$ cat src/rtl/dino_motion_if.sv
`timescale 1ns/1ps
`default_nettype none
// ============================================================================
//  Module   : dino_motion_if
//  Purpose  : Signal bundle between the game controller and the dino motion
//             engine. Carries the frame strobe, button levels and game status
//             toward the engine, and the sprite position/status back out.
//  Modports : master - game side (drives controls, observes sprite state)
//             slave  - motion engine (consumes controls, drives sprite state)
//  Signals  : frame_tick  end-of-frame strobe, may be high several clk cycles
//             up / down   jump and duck/fast-fall buttons, level
//             game_on     high once the game has started
//             game_over   high after a collision, until reset
//             dino_x      sprite left edge (constant)
//             dino_y      sprite top edge (registered)
//             airborne    dino is rising or falling
//             ducking     dino is ducking
//             jump_count  take-offs since reset, saturating
//  Revision : 1.0 - initial release
// ============================================================================
interface dino_motion_if;
  logic        frame_tick;
  logic        up;
  logic        down;
  logic        game_on;
  logic        game_over;
  logic [31:0] dino_x;
  logic [31:0] dino_y;
  logic        airborne;
  logic        ducking;
  logic [15:0] jump_count;

  modport master (
    output frame_tick,
    output up,
    output down,
    output game_on,
    output game_over,
    input  dino_x,
    input  dino_y,
    input  airborne,
    input  ducking,
    input  jump_count
  );

  modport slave (
    input  frame_tick,
    input  up,
    input  down,
    input  game_on,
    input  game_over,
    output dino_x,
    output dino_y,
    output airborne,
    output ducking,
    output jump_count
  );
endinterface : dino_motion_if
`default_nettype wire

$ cat src/rtl/dino_motion.sv
`timescale 1ns/1ps
`default_nettype none
// ============================================================================
//  Module   : dino_motion
//  Purpose  : Vertical motion engine for the runner sprite. Once per video
//             frame it advances a small ground/duck/rise/fall state machine
//             with a signed velocity and gravity, clamps landings to the
//             ground line and counts take-offs.
//  Ports    : clk    - system clock, all state updates on its rising edge
//             reset  - asynchronous, active-low
//             bus    - dino_motion_if.slave (controls in, sprite state out)
//  Revision : 1.0 - initial release
// ============================================================================
module dino_motion #(
  parameter int DINO_X       = 50,
  parameter int GROUND_Y     = 275,
  parameter int JUMP_V       = 12,
  parameter int GRAVITY      = 1,
  parameter int FAST_GRAVITY = 3
) (
  input  logic          clk,
  input  logic          reset,
  dino_motion_if.slave  bus
);

  // --------------------------------------------------------------------------
  // Constants sized to the datapath
  // --------------------------------------------------------------------------
  localparam logic        [9:0]  c_GROUND_Y   = 10'(GROUND_Y);
  localparam logic signed [10:0] c_GROUND_Y_S = 11'(GROUND_Y);
  localparam logic signed [7:0]  c_JUMP_V_NEG = -(8'(JUMP_V));
  localparam logic signed [7:0]  c_GRAV       = 8'(GRAVITY);
  localparam logic signed [7:0]  c_FAST_GRAV  = 8'(FAST_GRAVITY);
  localparam logic        [15:0] c_JCNT_MAX   = 16'hFFFF;

  typedef enum logic [1:0] {
    ST_GROUND = 2'd0,
    ST_DUCK   = 2'd1,
    ST_RISE   = 2'd2,
    ST_FALL   = 2'd3
  } state_t;

  // --------------------------------------------------------------------------
  // Frame strobe edge detection
  // --------------------------------------------------------------------------
  // r_ft is the edge register. r_armed only becomes set once frame_tick has
  // been seen low after reset, so a strobe that is already high when reset
  // releases cannot masquerade as a fresh rising edge. r_tick is the
  // registered one-clk pulse; motion updates happen on the edge after the one
  // that first sampled frame_tick high.
  logic r_ft;
  logic r_armed;
  logic r_tick;

  always_ff @(posedge clk or negedge reset) begin
    if (!reset) begin
      r_ft    <= 1'b0;
      r_armed <= 1'b0;
      r_tick  <= 1'b0;
    end else begin
      r_ft    <= bus.frame_tick;
      r_armed <= r_armed | ~bus.frame_tick;
      r_tick  <= bus.frame_tick & ~r_ft & r_armed;
    end
  end

  // --------------------------------------------------------------------------
  // Motion state
  // --------------------------------------------------------------------------
  state_t             r_state;
  logic signed [7:0]  r_v;
  logic        [9:0]  r_y;
  logic        [15:0] r_jcnt;

  state_t             w_state_nxt;
  logic signed [7:0]  w_v_nxt;
  logic        [9:0]  w_y_nxt;
  logic        [15:0] w_jcnt_nxt;

  logic               w_run;
  logic signed [7:0]  w_g;
  logic signed [7:0]  w_v_sum;
  logic signed [10:0] w_y_sum;
  logic               w_land;
  logic               w_y_neg;

  // Motion only advances on a tick while the game is live; otherwise every
  // piece of state is frozen.
  assign w_run = r_tick & bus.game_on & ~bus.game_over;

  assign w_g     = bus.down ? c_FAST_GRAV : c_GRAV;
  assign w_v_sum = r_v + w_g;

  // Position is unsigned but velocity is signed: widen y by one zero bit and
  // sign-extend v so the sum is a correct signed value (upward moves are
  // negative velocity).
  assign w_y_sum = $signed({1'b0, r_y}) + $signed({{3{r_v[7]}}, r_v});
  assign w_land  = (w_y_sum >= c_GROUND_Y_S);
  assign w_y_neg = w_y_sum[10];

  always_comb begin
    w_state_nxt = r_state;
    w_v_nxt     = r_v;
    w_y_nxt     = r_y;
    w_jcnt_nxt  = r_jcnt;

    if (w_run) begin
      case (r_state)
        ST_GROUND: begin
          // Jump wins over duck when both buttons are pressed.
          if (bus.up) begin
            w_state_nxt = ST_RISE;
            w_v_nxt     = c_JUMP_V_NEG;
            if (r_jcnt != c_JCNT_MAX) begin
              w_jcnt_nxt = r_jcnt + 16'd1;
            end
          end else if (bus.down) begin
            w_state_nxt = ST_DUCK;
          end
        end

        ST_DUCK: begin
          // up is deliberately ignored while ducking.
          if (!bus.down) begin
            w_state_nxt = ST_GROUND;
          end
        end

        ST_RISE,
        ST_FALL: begin
          if (w_land) begin
            // Landing clamps to the ground line on the same tick; a held up
            // button re-launches only on the following tick from ST_GROUND.
            w_state_nxt = ST_GROUND;
            w_v_nxt     = 8'sd0;
            w_y_nxt     = c_GROUND_Y;
          end else begin
            w_y_nxt     = w_y_neg ? 10'd0 : w_y_sum[9:0];
            w_v_nxt     = w_v_sum;
            w_state_nxt = w_v_sum[7] ? ST_RISE : ST_FALL;
          end
        end

        default: begin
          w_state_nxt = ST_GROUND;
        end
      endcase
    end
  end

  always_ff @(posedge clk or negedge reset) begin
    if (!reset) begin
      r_state <= ST_GROUND;
      r_v     <= 8'sd0;
      r_y     <= c_GROUND_Y;
      r_jcnt  <= 16'd0;
    end else begin
      r_state <= w_state_nxt;
      r_v     <= w_v_nxt;
      r_y     <= w_y_nxt;
      r_jcnt  <= w_jcnt_nxt;
    end
  end

  // --------------------------------------------------------------------------
  // Outputs, decoded from registered state only
  // --------------------------------------------------------------------------
  assign bus.dino_x     = 32'(DINO_X);
  assign bus.dino_y     = {22'd0, r_y};
  assign bus.airborne   = (r_state == ST_RISE) || (r_state == ST_FALL);
  assign bus.ducking    = (r_state == ST_DUCK);
  assign bus.jump_count = r_jcnt;

endmodule : dino_motion
`default_nettype wire
$ cat src/flat_wrapper.sv
// flat-port wrapper written by rule: the top's interface ports become plain ports
module dino_motion_flat 
#(
  parameter int DINO_X       = 50,
  parameter int GROUND_Y     = 275,
  parameter int JUMP_V       = 12,
  parameter int GRAVITY      = 1,
  parameter int FAST_GRAVITY = 3
)
  (clk, reset, bus_frame_tick, bus_up, bus_down, bus_game_on, bus_game_over, bus_dino_x, bus_dino_y, bus_airborne, bus_ducking, bus_jump_count);
  dino_motion_if bus_i ();
  input  logic clk;
  input  logic reset;
  input wire logic [$bits(bus_i.frame_tick)-1:0] bus_frame_tick;
  input wire logic [$bits(bus_i.up)-1:0] bus_up;
  input wire logic [$bits(bus_i.down)-1:0] bus_down;
  input wire logic [$bits(bus_i.game_on)-1:0] bus_game_on;
  input wire logic [$bits(bus_i.game_over)-1:0] bus_game_over;
  output wire logic [$bits(bus_i.dino_x)-1:0] bus_dino_x;
  output wire logic [$bits(bus_i.dino_y)-1:0] bus_dino_y;
  output wire logic [$bits(bus_i.airborne)-1:0] bus_airborne;
  output wire logic [$bits(bus_i.ducking)-1:0] bus_ducking;
  output wire logic [$bits(bus_i.jump_count)-1:0] bus_jump_count;
  assign bus_i.frame_tick = bus_frame_tick;
  assign bus_i.up = bus_up;
  assign bus_i.down = bus_down;
  assign bus_i.game_on = bus_game_on;
  assign bus_i.game_over = bus_game_over;
  assign bus_dino_x = bus_i.dino_x;
  assign bus_dino_y = bus_i.dino_y;
  assign bus_airborne = bus_i.airborne;
  assign bus_ducking = bus_i.ducking;
  assign bus_jump_count = bus_i.jump_count;
  dino_motion #(.DINO_X(DINO_X), .GROUND_Y(GROUND_Y), .JUMP_V(JUMP_V), .GRAVITY(GRAVITY), .FAST_GRAVITY(FAST_GRAVITY)) u_core (.clk(clk), .reset(reset), .bus(bus_i));
endmodule
$ cat config.mk
export PLATFORM = sky130hd
export DESIGN_NAME = dino_motion_flat
export DESIGN_NICKNAME = d
export VERILOG_FILES = /design/src/rtl/dino_motion_if.sv /design/src/rtl/dino_motion.sv /design/src/flat_wrapper.sv
export SDC_FILE = /design/constraint.sdc
export NUM_CORES = 1
export LEC_CHECK = 0
export ABC_AREA = 1
export BUFFER_PORTS_ARGS = -buffer_cell sky130_fd_sc_hd__buf_2
export CORE_ASPECT_RATIO = 0.7
export CORE_MARGIN = 2
export CORE_UTILIZATION = 50
export CTS_CLUSTER_SIZE = 25
export DETAILED_ROUTE_END_ITERATION = 12
export GPL_TIMING_DRIVEN = 0
export PLACE_DENSITY = 0.78
export SLEW_MARGIN = 10
export SYNTH_ARGS = -nofsm -noshare
export SYNTH_HDL_FRONTEND = slang
export SYNTH_SLANG_ARGS = --single-unit
$ cat constraint.sdc
create_clock -name clk -period 5 [get_ports clk]
set_input_delay 1 -clock clk [delete_from_list [all_inputs] [get_ports clk]]
set_output_delay 1 -clock clk [all_outputs]
set_load 0.02 [all_outputs]
==> results of run 1 <==
==> state kept, by name (all words and copies together) (netlist names) <==
register,flops
u_core.bus.jump_count,16
u_core.r_y,10
u_core.r_v,8
u_core.r_state,2
u_core.r_armed,1
u_core.r_ft,1
u_core.r_tick,1
==> metrics by stage <==
| stage | area [um2] | cells | worst slack (ps) |
|---|---|---|---|
| 3_3_place_gp | 3460 | 559 | 2390 |
| 2_1_floorplan | 3200 | 450 | 2680 |
| 5_1_grt | 3600 | 567 | 2060 |
| 4_1_cts | 3600 | 567 | 2320 |
| 6_report | 3600 | 567 | 2330 |
| 3_5_place_dp | 3460 | 559 | 2340 |
==> cells in the mapped netlist (2+ instances only) <==
cell type  instances
ha_1              12
fa_1               2
a21oi_1            9
conb_1             2
dfrtp_1           35
xnor2_1            6
nand3_2            5
o31ai_1            2
nand3b_1           2
inv_1             51
nor2_4             2
clkbuf_1           2
nand2_2            8
o21ai_0           10
nor2_2             5
nor2_1            33
a21oi_2            2
nand3_1           18
nand2_1          100
xor2_1            11
nor3_1             5
buf_4             54
nand4_1            6
dfstp_2            4
==> logic make-up (layout without fill, tap and decap cells) <==
kind of cell / after synthesis / after routing / share of synthesized area [%]
muxes: 1 / 1 / 0.375
adders and majority gates: 14 / 14 / 6.33
xor gates and xnor gates: 17 / 17 / 4.96
DFF: 39 / 39 / 32.7
and+or+nand+nor: 189 / 189 / 29.7
AOI/OAI and AO/OA: 26 / 26 / 4.96
buffers and inverters: 110 / 152 / 20.8
other: 2 / 54 / 0.250
==> per-layer routing <==
layer  wire [um]  part of all wire, %  GRT usage [%]  up-vias
met1        2990                   49           24.5     1141
li1            -                    -              -     1323
met5           0                    0              0        -
met3         360                  5.9           3.83        7
met4          70                  1.2           5.28        0
met2        2660                   44           30.3       69
==> cell type report <==
cell class	count	area, um2	share of cell area [%]
Clock inverter	2	60.1	1.67
Buffer	57	424	11.8
Inverter	53	200	5.57
Clock buffer	6	72.6	2.02
Timing Repair Buffer	34	170	4.73
Tap cell	75	93.8	2.61
Sequential cell	39	981	27.3
Multi-Input combinational cell	301	1590	44.3
==> worst paths after layout <==
| kind | start | to | slack (ps) | depth (start not counted) |
|---|---|---|---|---|
| setup / recovery | u_core.r_y[0] | u_core.r_y[2] | 2330 | 16 |
| hold / removal | u_core.r_ft | u_core.r_tick | 400 | 1 |
| setup reg to reg | u_core.r_y[0] | u_core.r_y[2] | 2330 | 16 |
| hold reg to reg | u_core.r_ft | u_core.r_tick | 400 | 1 |
| max in group asynchronous | reset | u_core.r_y[9] | 3630 | 1 |
| min in group asynchronous | reset | u_core.bus.jump_count[5] | 820 | 1 |
==> power breakdown <==
group          internal, mW  switching (mW)  total (mW)  leakage, nW
registers             0.395          0.0779       0.473        0.487
logic                 0.348           0.652        1.00         1.55
clock network         0.200           0.118       0.318       0.0654
==> run metrics, run 1 <==
Total Routing Usage GR 18.2%; n_diodes 0; drc violations 0; Top Ports 89; crit end category register; fillers 511; CTS Buffer Depth 2; TNS Setup 0 ps; Starting Density 52.2%; Mean Syn Cell Area 7.55 um2; WP data arrival 2910 ps; TritonCTS clock tree yes; Min Clock Period, post-route 2670 ps; commonest non-fill, non-tap cell in the layout nand2_1; Crit Path Max Fanout 8; WP buf/inv 2; hpwl dp 4840 um; area share of the largest cell type after synthesis 29.2%; Max-cap violations 0; top cells by area, synth dfrtp_1, buf_4, nand2_1, inv_1, ha_1; HP Class register to register; via count 2540; die height 68.9 um; Hold Vio Cnt, Final 0; sequential area share after synthesis 32.7%; distinct cell type count after synthesis 36; largest net degree at the start of global routing 40; die span in x 96.6 um; most frequent cells in the layout nand2_1, buf_4, conb_1; Hold Buf Count CTS 0; die area 6650 um2; Worst Max-Slew Pin Slew 885 ps; htree depth 2; asr flop ratio synth 100%; first-pass GRT wire length 9650 um; std cell rows 23; Data required, critical path 5240 ps; CTS Root Cell clkbuf_8; final setup fails 0; number of flops mapped to enable cells by yosys 0; Rel. slew slack 41.0%; vias in the first global route 2119; kind of critical path register to register; dominant cell type by area after synthesis dfrtp_1; Layout area overhead 19.7%; crit-path cells ha_1 -> inv_1 -> fa_1 -> inv_1 -> nand2_1 -> nand2_1 -> nand3_1 -> nand2_1 -> nand2_1 -> nand2_1 -> nand3_1 -> nand2_1 -> nand3_4 -> nor2_2 -> nand3_1 -> nand2_1; Starting DRT DRC Count 149; Setup Skew 2.62 ps; Tcrit/Tclk final 53.4%; first-pass detailed-route iteration total 4; dominant synthesized flop cell dfrtp_1; CTS Buf Count 5; Worst VDD drop 0.262 mV; Largest stage delay, worst path 550 ps; initial antenna violation count 0; Nets 512; CP max stage cell dfstp_2; Fin Hold WS 400 ps; leakage power 2.10 nW; Core Region 5760 um2; Detail Route Antenna Nets 0; Clock Latency Late Sink 300 ps; Power Density 498 nW/um2; GRT Residual Overflow 0; flops & latches, synth 39; Crit path max-delay family simple AND/OR/NAND/NOR gates; CP startpoint kind register; Util after Layout 62.5%; max-slew violation count 0; status completed; setup repair bufs after CTS 0; Buffers on Ports 34; GPL Wtd Cong 0.969; f_max 0.374 GHz; CTS Sinks 39; Worst-path clk slew 80 ps; Mapped Area 3000 um2; share of layout cells above drive strength 1 26.2%; final WL 6090 um; Gate Count Post-Synth 398; drt wl/cell 10.7 um; CP most frequent cell nand2_1; Ys Warns 0; RSZ-0062 raised after global routing false; Pwr Total 1.79 mW; Avg Vias per Cell 4.48; CTS-repair resized insts 0
Power figures use the tool's default switching activity.
==> run 2: changes to the inputs <==
Settings changed: ABC_AREA 1 to 0, PLACE_DENSITY 0.78 to 0.79.
Clock period 5 ns to 2.7 ns, I/O delays scaled along.
==> run metrics, run 2 <==
crit-path cells ha_4 -> inv_2 -> fa_2 -> nor2b_4 -> o31a_1 -> or4_1 -> o211ai_1 -> and4_1 -> buf_6 -> o21ai_2 -> o221a_2; Total Routing Usage GR 19.7% (+1.5 points); leakage power 1.80 nW (-14%); max-slew violation count 0 (unchanged); asr flop ratio synth 100% (unchanged); CP startpoint kind register; Synth Area in Compound Gates 17.4% (+12 points); CTS Root Cell clkbuf_8; WP buf/inv 2 (unchanged); r2r endpoint u_core.r_y[4]; WP data arrival 2980 ps (+70 ps); Hold Vio Cnt, Final 0 (unchanged); Core Region 5290 um2 (-8.2%); Ys Warns 0 (unchanged); Layout area overhead 24.5%; f_max 0.363 GHz (-3.1%); first-pass detailed-route iteration total 4 (unchanged); Starting DRT DRC Count 179 (+20%); vias in the first global route 1973 (-6.9%); largest net degree at the start of global routing 40 (unchanged); Setup Skew 4.84 ps (+2.22 ps); Post-synth top cells buf_4, dfrtp_1, nand2_1; drt wl/cell 12.8 um (+19%); Data required, critical path 2930 ps (-2310 ps); max reg flops 16 (unchanged); Crit Path Max Fanout 8 (unchanged); Rel. slew slack 41.4% (+0.44 points); HP Class input pin to asynchronous set/reset pin; drc violations 0 (unchanged); failing checks negative setup slack; crit end category register; TNS Setup -223 ps (-223 ps); CTS Buf Count 5 (unchanged); number of flops mapped to enable cells by yosys 0 (unchanged); Starting Density 52.5% (+0.27 points); most frequent cells in the layout buf_4, conb_1, dfrtp_1; Clock Latency Late Sink 290 ps (about the same); sequential area share after synthesis 35.4% (+2.7 points); Nets 417 (-19%); Worst VDD drop 0.534 mV (+100%); Synth Area in Adders 6.86% (+0.53 points); commonest non-fill, non-tap cell in the layout buf_4; GRT Residual Overflow 0 (unchanged); Avg Vias per Cell 4.87 (+8.7%); kind of critical path register to register; flops & latches, synth 39 (unchanged); Crit path max-delay family compound AO/OA/AOI/OAI gates; Place WS -90.4 ps (-2430 ps); TritonCTS clock tree yes; most frequent cell after synthesis buf_4; largest family of logic cells by synthesized area compound AO/OA/AOI/OAI gates; htree depth 2 (unchanged); final WL 5990 um (-1.6%); Power Density 1080 nW/um2 (+120%); std cell rows 22 (-4.3%); GPL Wtd Cong 0.838 (-14%); Max-cap violations 0 (unchanged); first-pass GRT wire length 9370 um (-2.9%); die span in x 93.0 um (-3.8%); r2r startpoint u_core.r_v[0]; Cell Count, Final, Fillers Out 469 (-17%); share of layout cells above drive strength 1 33.8% (+7.5 points); CP max stage cell or4_1; status complete, but fails checks; dominant cell type by area after synthesis dfrtp_1; setup slack after layout -56.1 ps (-2380 ps); Gate Count Post-Synth 297 (-25%); distinct cell type count after synthesis 59 (+64%); Detail Route Antenna Nets 0 (unchanged); Mapped Area 2770 um2 (-7.7%); Tcrit/Tclk final 102% (+49 points); Fin Hold WS 360 ps (-40.3 ps); XOR/XNOR share of the synthesized area 6.32% (+1.4 points); Worst Reg-to-Reg Cells 11 (-5); CTS Buffer Depth 2 (unchanged); area share of the largest cell type after synthesis 31.6% (+2.4 points); Mean Syn Cell Area 9.34 um2 (+24%); Synth Area in Simple Gates 16.4% (-13 points); placed cells 455 (-19%); Buffers on Ports 34 (unchanged); RSZ-0062 raised after global routing true; final setup fails 6 (+6); initial antenna violation count 0 (unchanged); mux cell area share after synthesis 0.767% (+0.39 points); via count 2283 (-10%); die area 6170 um2 (-7.3%); Min Clock Period, post-route 2760 ps (+84.3 ps); Largest stage delay, worst path 510 ps (-40 ps); die height 66.3 um (-3.7%); dominant synthesized flop cell dfrtp_1; CTS Sinks 39 (unchanged); n_diodes 0 (unchanged); Worst Max-Slew Pin Slew 879 ps (-6.61 ps); top cells by area, synth dfrtp_1, buf_4, ha_1, dfstp_2, xnor2_1; Worst-path clk slew 80 ps (about the same); hpwl dp 4550 um (-6.1%); reg2reg setup slack -60 ps (-2380 ps); Top Ports 89 (unchanged)
-- run 2: worst max-delay path by stage --
stage / startpoint / end / slack, ps / cells past startpoint
3_5_place_dp: u_core.r_y[0] / u_core.r_v[4] / -90 / 10
2_1_floorplan: u_core.r_y[0] / u_core.r_v[4] / 90 / 10
4_1_cts: u_core.r_y[0] / u_core.r_state[0] / 1 / 11
6_report: u_core.r_v[0] / u_core.r_y[4] / -60 / 11
3_3_place_gp: u_core.r_y[0] / u_core.r_v[7] / -60 / 10
5_1_grt: u_core.r_v[0] / u_core.r_y[3] / -150 / 11
-- run 2: cell type report --
class / instances / area, um2
fill: 464 / 1830
timing repair buffer: 40 / 215
buffer: 58 / 428
inverter: 9 / 33.8
tap: 72 / 90.1
sequential: 39 / 981
clock buffer: 6 / 82.6
clock inverter: 2 / 35.0
multi-input combinational: 243 / 1590
-- run 2: timing repair --
action	4_1_cts	5_1_grt
gates resized for setup	1	18
hold buffers	0	0
setup endpoints to repair	18	21
pin swaps	1	18
setup buffers	2	4
-- run 2: per-layer routing --
layer	wire, um	track usage [%]	vias to the layer above	share of wire (%)
met5	0	0	-	0
met4	67	5.70	0	1.1
met3	420	3.53	9	7.0
met2	2730	31.5	83	46
met1	2770	27.4	1049	46
li1	-	-	1142	-
-- run 2: logic make-up (layout without fill, tap and decap cells) --
group	count (synthesis)	count (layout)
and+or+nand+nor	88	88
xor gates and xnor gates	20	20
other	2	54
DFF	39	39
adders and majority gates	14	14
muxes	2	2
buffers and inverters	67	115
AOI/OAI and AO/OA	65	65
-- run 2: power breakdown --
group          switching [mW]  internal [mW]
sequential              0.163          0.731
combinational            1.33           1.00
clock                   0.211          0.299
total                    1.70           2.03
-- run 2: stage by stage --
stage               instance area, um2  total power, mW  utilization (%)
floorplan                         2970             2.48                -
detailed placement                3230             2.91             61.1
CTS                               3360             3.46             63.6
global route                      3450             4.01             65.3
global placement                  3230             2.84             61.1
finish                            3450             3.73             65.3
==> run 3: changes to the inputs <==
Settings changed: SKIP_CTS_REPAIR_TIMING set to 1.
==> run metrics, run 3 (synthesis gave the netlist of run 2 again) <==
status complete, but fails checks; failing checks negative setup slack; setup slack after layout -65.8 ps (-9.71 ps); CTS Sinks 39 (unchanged); CTS Buf Count 5 (unchanged); TritonCTS clock tree yes; initial antenna violation count 0 (unchanged); Util after Layout 65.2% (-0.12 points); met2 WL 2640 um (-3.1%); Data required, critical path 2930 ps (about the same); share of layout cells above drive strength 1 33.8% (unchanged); largest net degree at the start of global routing 40 (unchanged); f_max 0.362 GHz (-0.35%); Worst Max-Slew Pin Slew 873 ps (-6.04 ps); Metal-1 WL 2780 um (+0.43%); hpwl dp 4550 um (unchanged); top layer in use met4; HP Class input pin to asynchronous set/reset pin; Pwr Total 3.74 mW (about the same); Layout area overhead 24.2%; crit end category register; first-pass detailed-route iteration total 4 (unchanged); fillers 463 (-0.22%); max-slew violation count 0 (unchanged); Rel. slew slack 41.8% (+0.40 points); critical path depth in cells 11 (unchanged); Crit Path Max Fanout 7 (-1); GRT Residual Overflow 0 (unchanged); WP buf/inv 2 (unchanged); TNS Setup -353 ps (-130 ps); r2r endpoint u_core.r_y[4]; CTS Root Cell clkbuf_8; CP max stage cell or4_1; Starting DRT DRC Count 152 (-15%); Top Ports 89 (unchanged); Worst VDD drop 0.502 mV (-6.0%); Nets 417 (unchanged); final setup fails 10 (+4); first-pass GRT wire length 9370 um (unchanged); WP data arrival 3000 ps (+20 ps); final WL 5900 um (-1.4%); Avg Vias per Cell 4.91 (+0.96%); Core Region 5290 um2 (unchanged); Worst-path clk slew 80 ps (about the same); kind of critical path register to register; max reg flops 16 (unchanged); Worst Reg-to-Reg Cells 11 (unchanged); leakage power 1.80 nW (-0.17%); CTS Buffer Depth 2 (unchanged); placed cells 455 (unchanged); via count 2305 (+0.96%); most frequent cells in the layout buf_4, conb_1, buf_2, dfrtp_1, nand2_1; Setup Skew 5.30 ps (+0.459 ps); Largest stage delay, worst path 510 ps (about the same); Tcrit/Tclk final 102% (+0.36 points); Fin Hold WS 354 ps (-5.90 ps); Cell Count, Final, Fillers Out 469 (unchanged); htree depth 2 (unchanged); CP startpoint kind register; reg2reg setup slack -70 ps (about the same); Buffers on Ports 34 (unchanged); Hold Vio Cnt, Final 0 (unchanged); die area 6170 um2 (unchanged); met3 WL 395 um (-6.0%); commonest non-fill, non-tap cell in the layout buf_4; std cell rows 22 (unchanged); Total Routing Usage GR 19.7% (unchanged); Min Clock Period, post-route 2770 ps (+9.71 ps); vias in the first global route 1965 (-0.41%); drt wl/cell 12.6 um (-1.4%); GPL Wtd Cong 0.838 (unchanged); Starting Density 52.5% (unchanged); crit-path cells ha_4 -> inv_2 -> fa_2 -> nor2b_4 -> o31a_1 -> or4_1 -> o211ai_1 -> and4_1 -> buf_6 -> o21ai_2 -> o221a_2; die height 66.3 um (unchanged); die span in x 93.0 um (unchanged); drc violations 0 (unchanged); Detail Route Antenna Nets 0 (unchanged); RSZ-0062 raised after global routing true; Clock Latency Late Sink 290 ps (about the same); n_diodes 0 (unchanged); Max-cap violations 0 (unchanged); Crit path max-delay family compound AO/OA/AOI/OAI gates; Power Density 1080 nW/um2 (+0.27%); r2r startpoint u_core.r_v[0]
==> run 3: cell counts in the layout (fill, tap and decap cells not counted) <==
Identical to the previous run, type by type.
==> run 3: per-stage QoR <==
stage	setup WS (ps)	instance area (um2)
after global routing	-142	3440
after CTS	-128	3350
after detailed placement	-90.4	3230
after floorplan	94.2	2970
after global placement	-56.7	3230
final	-65.8	3440
==> run 3: layer usage <==
metal  track usage, %  vias up
met3             3.53        9
met5                0        -
met1             27.5     1062
met2             31.4       93
met4             5.70        0
li1                 -     1141
==> run 3: worst max path at each step <==
stage / slack [ps] / to / from
finish: -70 / u_core.r_y[4] / u_core.r_v[0]
global route: -140 / u_core.r_y[3] / u_core.r_v[0]
CTS: -130 / u_core.r_v[7] / u_core.r_y[0]
detailed placement: -90 / u_core.r_v[4] / u_core.r_y[0]
global placement: -60 / u_core.r_v[7] / u_core.r_y[0]
floorplan: 90 / u_core.r_v[4] / u_core.r_y[0]
==> run 3: cell type report <==
type                       instances  area, um2  area share, %
sequential                        39        982           28.5
timing repair buffer              40        215           6.25
tap                               72       90.1           2.62
buffer                            58        428           12.4
clock inverter                     2       35.0           1.02
clock buffer                       6       82.6           2.40
multi-input combinational        243       1580           45.8
inverter                           9       33.8          0.981
==> run 3: power breakdown <==
part	total, mW	switching, mW	internal [mW]
registers	0.896	0.164	0.732
logic	2.33	1.32	1.01
clock network	0.512	0.213	0.299
total	3.74	1.70	2.04
==> run 3: worst reg2reg max path, cell delays in order, from the launching register on <==
cell,delay (ps)
dfrtp_2,430
ha_4,180
inv_2,60
fa_2,230
nor2b_4,50
o31a_1,340
or4_1,520
o211ai_1,150
and4_1,240
buf_6,140
o21ai_2,90
o221a_2,270
